[src/rtl/piso_serial_tx.sv]
// ---------------------------------------------------------------------------
// piso_serial_tx
//   Parallel-in serial-out frame transmitter. A WIDTH-bit word is latched on
//   accept and shifted out LSB-first on SO as: start bit (0), data bits,
//   optional even-parity bit, stop bit (1). All state lives in flip-flops
//   clocked on the FALLING edge of C, and every output is a register.
//
//   Build option: define TX_PARITY_EN to insert an even-parity bit between
//   the last data bit and the stop bit. The port list is the same either way.
//
// Ports
//   C     in   1      clock, all state changes on the falling edge
//   RE_N  in   1      asynchronous active-low reset
//   D     in   WIDTH  parallel word, sampled only on the accept edge
//   LD    in   1      load request, honoured only while RDY=1
//   RDY   out  1      idle and able to accept LD
//   SO    out  1      serial line, idles high
//   BUSY  out  1      high while a frame is on SO
//   DONE  out  1      one-cycle pulse after the stop bit
// ---------------------------------------------------------------------------
module piso_serial_tx #(
  parameter int WIDTH = 8
) (
  input  logic             C,
  input  logic             RE_N,
  input  logic [WIDTH-1:0] D,
  input  logic             LD,
  output logic             RDY,
  output logic             SO,
  output logic             BUSY,
  output logic             DONE
);

  localparam int CNT_W = $clog2(WIDTH);
  localparam logic [CNT_W-1:0] LAST_BIT = CNT_W'(WIDTH - 1);

  typedef enum logic [2:0] {
    IDLE,
    START,
    DATA,
`ifdef TX_PARITY_EN
    PAR,
`endif
    STOP
  } state_t;

  state_t           state_reg, state_next;
  logic [WIDTH-1:0] shreg_reg, shreg_next;
  logic [CNT_W-1:0] cnt_reg, cnt_next;
  logic             so_reg, so_next;
  logic             rdy_reg, rdy_next;
  logic             busy_reg, busy_next;
  logic             done_reg, done_next;
`ifdef TX_PARITY_EN
  // Parity is taken from the word at accept time, since the shift register
  // no longer holds it once the last data bit has gone out.
  logic             parity_reg, parity_next;
`endif

  always_ff @(negedge C or negedge RE_N) begin
    if (!RE_N) begin
      state_reg  <= IDLE;
      shreg_reg  <= '0;
      cnt_reg    <= '0;
      so_reg     <= 1'b1;
      rdy_reg    <= 1'b1;
      busy_reg   <= 1'b0;
      done_reg   <= 1'b0;
`ifdef TX_PARITY_EN
      parity_reg <= 1'b0;
`endif
    end else begin
      state_reg  <= state_next;
      shreg_reg  <= shreg_next;
      cnt_reg    <= cnt_next;
      so_reg     <= so_next;
      rdy_reg    <= rdy_next;
      busy_reg   <= busy_next;
      done_reg   <= done_next;
`ifdef TX_PARITY_EN
      parity_reg <= parity_next;
`endif
    end
  end

  // Outputs are registered from the next-state values, so the line value for
  // a state appears on the same edge that enters that state.
  always_comb begin
    state_next  = state_reg;
    shreg_next  = shreg_reg;
    cnt_next    = cnt_reg;
    so_next     = 1'b1;
    done_next   = 1'b0;
`ifdef TX_PARITY_EN
    parity_next = parity_reg;
`endif

    case (state_reg)
      IDLE: begin
        if (LD) begin
          shreg_next  = D;
          cnt_next    = '0;
`ifdef TX_PARITY_EN
          parity_next = ^D;
`endif
          state_next  = START;
          so_next     = 1'b0;
        end
      end
      START: begin
        // Leaving the start bit puts data bit 0 on the line.
        state_next = DATA;
        so_next    = shreg_reg[0];
        shreg_next = shreg_reg >> 1;
      end
      DATA: begin
        // cnt_reg is the index of the data bit currently on the line.
        if (cnt_reg == LAST_BIT) begin
`ifdef TX_PARITY_EN
          state_next = PAR;
          so_next    = parity_reg;
`else
          state_next = STOP;
          so_next    = 1'b1;
`endif
        end else begin
          so_next    = shreg_reg[0];
          shreg_next = shreg_reg >> 1;
          cnt_next   = cnt_reg + CNT_W'(1);
        end
      end
`ifdef TX_PARITY_EN
      PAR: begin
        state_next = STOP;
        so_next    = 1'b1;
      end
`endif
      STOP: begin
        state_next = IDLE;
        done_next  = 1'b1;
      end
      default: begin
        state_next = IDLE;
      end
    endcase

    rdy_next  = (state_next == IDLE);
    busy_next = (state_next != IDLE);
  end

  assign SO   = so_reg;
  assign RDY  = rdy_reg;
  assign BUSY = busy_reg;
  assign DONE = done_reg;

endmodule
[config.mk]
export PLATFORM = sky130hd
export DESIGN_NAME = piso_serial_tx
export DESIGN_NICKNAME = d
export VERILOG_FILES = /design/src/rtl/piso_serial_tx.sv
export SDC_FILE = /design/constraint.sdc
export NUM_CORES = 1
export LEC_CHECK = 0
export CAP_MARGIN = 25
export CELL_PAD_IN_SITES_DETAIL_PLACEMENT = 0
export CELL_PAD_IN_SITES_GLOBAL_PLACEMENT = 1
export CORE_MARGIN = 2
export CORE_UTILIZATION = 43
export CTS_BUF_LIST = sky130_fd_sc_hd__clkbuf_16
export DETAILED_ROUTE_END_ITERATION = 7
export PLACE_DENSITY_LB_ADDON = 0.1
export SLEW_MARGIN = 15
export SYNTH_ARGS = -nofsm -noshare
export SYNTH_HDL_FRONTEND = slang
export SYNTH_SLANG_ARGS = --single-unit
[constraint.sdc]
create_clock -name C -period 2.8 [get_ports C]
set_input_delay 0.56 -clock C [delete_from_list [all_inputs] [get_ports C]]
set_output_delay 0.56 -clock C [all_outputs]
set_load 0.05 [all_outputs]
==> summary.md <==
The run gives 3 as the number of CTS-inserted buffers. From left edge to right edge, the die measures 49.5 um. Averaged over all synthesized cells, the footprint is 11.4 um^2. The cell count after synthesis came out at 78. STA puts the critical path data required time at 2240 ps.

Total via count after detailed routing: 687. The number of flip-flops under the largest register name was 8. On the final layout, the worst clock skew is 45.2 ps. The total placed cells including tap cells is 117, and the arrival time reported for the critical path endpoint is 2380 ps. Among all flip-flop cells after synthesis, the most frequent one is dfrtn_1. By area the synthesized netlist is led by dfrtn_1 45%, a221oi_1 6.9%, dfstp_2 5.9%.

Wire segments on met3 add up to 91 um in the final route. The logs give 0 for the number of antenna violations at the first check in global routing and 1100 um^2 for the placed cell area. The clock slew at the register clock pins of the worst setup and hold paths was 40 ps. After floorplanning, the core was divided into 16 placement rows. After detailed routing, the average wire length per cell comes to 14.3 um.

The DRC violations left was 0. The number of hold violations in the final report was 0; the total power per unit cell area was 678 nW/um^2. Slew at the pin closest to its max-slew limit: 669 ps. The worst vdd rail ir drop is 0.000411 V, and the wire length the detailed router placed on met1 is 818 um. Hold is met by 425 ps. Leaving out fill and tap cells, the most frequent cell in the layout is dfrtn_1. The register area is 453 um^2.

The highest-delay cell along the critical path is dfstp_2. The fraction of registers with async set or reset after synthesis is 100%, and the sequential share of the synthesized area is 50.9%. Leaving out filler cells and counting taps, the final layout contains 123. The run gives 13 as the DRC marker count from the first detailed-route iteration.

The run gives 1 as the H-tree level count. For the sum of internal, switching and leakage power, the log shows 0.818 mW. Counting flops with a built-in enable in the synthesized netlist gives 0.

The filler cells instantiated in the layout total 182. Antenna diode instance count: 0. The global-route wire length before repair is 3310 um, and the port buffer count is 14.

The tools report the CTS root buffer as clkbuf_16. The region available for standard cell placement spans 1960 um^2. The number of nets in the synthesized netlist is 91.

The nature of the critical path startpoint is a flip-flop. The max-slew headroom at the worst pin was 55.4%. TritonCTS built the clock tree. The uppermost layer routed was met4. The run finished, with violations left. The floorplan step set the die height to 49.5 um. Of the post-synthesis cell area, the dominant cell type holds 45.0%. The die covers 2450 um^2. The path class of the tightest hold or removal check is reg -> reg. For flop-to-flop paths, the worst setup slack is 780 ps. The distinct cell type count after synthesis was 28; the pin count of the biggest net entering global routing was 23. The tools report the number of nets with antenna violations after detailed routing as 0.

The number of max-slew violations in the final report is 0. The signal on the critical path passes through buf_12. The tools report the area taken by multi-input logic gates as 410 um^2. The Yosys step of the flow raised 0 warnings. The post-route netlist has 16.7% of its cells at a drive strength greater than 1. The checks that failed: negative setup slack. The synthesis-to-layout area growth is 35.6%. Routability-driven placement finished with a final weighted congestion of 0.780.

Global routing consumed, over all layers together, 17.1% of the routing resources. After synthesis the netlist holds a flip-flop and latch count of 18. Summed over all cells, the static leakage comes to 0.534 nW. Counting every sink on the clock net gives 18.

For the netlist area before placement, the log shows 890 um^2. For the via count of the first global-routing pass, the log shows 726. At the end of the flow, the number of nets in the layout was 110. The run gives -144 ps as the minimum setup slack in the final design. Before antenna repair, the detailed router went through 4 iterations. The setup path with the least slack is of type reg -> out.

The routed design uses 829 um of met2 wire. No sink is reached through more buffers than the 2 on the longest clock path. For the starting density of the core, the log shows 45.3%. In the layout the commonest cells are 16 x dfrtn_1, 9 x clkdlybuf4s50_1, 8 x o21ai_0. The area of all placed cells without fillers is 1210 um^2.

For this run the aggregate overflow at the end of global routing stands at 0. Setup repair after global routing could not meet its margin everywhere. Buffers inserted to repair hold after CTS numbered 0. Buffers added to address setup during post-CTS repair amount to 0. Summed over all layers, the routed wires come to 1760 um. For the worst-skew pair, the clock arrives at the later sink with an insertion delay of 320 ps.

The wire-length estimate of the detail-placed layout is 1230 um. The most area-hungry cell type in the Yosys netlist was dfrtn_1. Across the run, the number of max-cap violations was 0. The number of buffers and inverters on the critical path works out to 1. The kind of end point of the critical path is a primary output.

The cell type group with the largest total delay on the critical path was flip-flops. Using the TritonRoute via totals, the vias-per-cell ratio works out to 5.59. The final-report setup violation count is 4.

During I/O placement, the number of pins put on the boundary was 15. The highest cell delay on the worst timing path came out at 530 ps. The largest fanout of any net on the critical path is 1.
metrics by stage:
step	TNS [ps]	setup slack [ps]	utilization (%)
2_1_floorplan	0	135	-
3_3_place_gp	-5290	-432	56.0
3_5_place_dp	-5470	-444	56.0
4_1_cts	-353	-154	61.4
5_1_grt	-433	-177	61.5
6_report	-324	-144	61.5
Yosys cell counts, drive strengths merged (2+ instances only):
| library cell | instances |
|---|---|
| nor2 | 3 |
| buf | 5 |
| a2bb2oi | 6 |
| a221oi | 7 |
| a21o | 2 |
| dfstp | 2 |
| a21oi | 3 |
| o21ai | 8 |
| dfrtn | 16 |
| inv | 3 |
| a22o | 6 |
| nand2 | 2 |
| nor2b | 2 |
| ha | 2 |
timing repair:
item / CTS / global route
setup endpoints to repair: 17 / 5
pin swaps: 1 / 0
resized for setup: 3 / 1
gates cloned: 1 / 0
kinds of logic (layout without fill, tap and decap cells):
group	count (synthesis)	after routing	synth area share [%]
flip-flops	18	18	50.9
XOR/XNOR	2	2	1.97
other	1	1	0.422
AO/OA/AOI/OAI	36	37	31.6
adder cells (fa/ha/maj)	2	2	2.81
buffers and inverters	8	25	5.77
AND/OR/NAND/NOR	11	11	6.47
final cells by class:
class	count	area share [%]
Timing Repair Buffer	17	17.8
Clock buffer	3	6.22
Inverter	2	0.622
Multi-Input combinational cell	53	34.0
Sequential cell	18	37.6
Clock inverter	3	0.934
Tap cell	27	2.80
where the power goes:
part / leakage [nW] / internal [mW] / switching, mW
Combinational: 0.264 / 0.0962 / 0.0792
Sequential: 0.216 / 0.310 / 0.0399
Clock: 0.0529 / 0.193 / 0.0990
Total: 0.534 / 0.600 / 0.218
final timing paths:
kind / startpoint / endpoint / cells after the start
setup / recovery: SO$_DFF_NN1_ / SO / 1
hold / removal: shreg_reg[0]$_DFFE_NN0P_ / SO$_DFF_NN1_ / 2
hold reg to reg: shreg_reg[0]$_DFFE_NN0P_ / SO$_DFF_NN1_ / 2
max in group asynchronous: RE_N / RDY$_DFF_NN1_ / 2
min in group asynchronous: RE_N / shreg_reg[2]$_DFFE_NN0P_ / 2
setup reg to reg: cnt_reg[0]$_DFFE_NN0P_ / shreg_reg[2]$_DFFE_NN0P_ / 5
metal layers:
metal | global-route usage (%) | vias up
met5 | 0 | -
met1 | 23.0 | 332
li1 | - | 334
met3 | 3.03 | 4
met4 | 4.17 | 0
met2 | 28.6 | 17
Power figures use the tool's default switching activity.
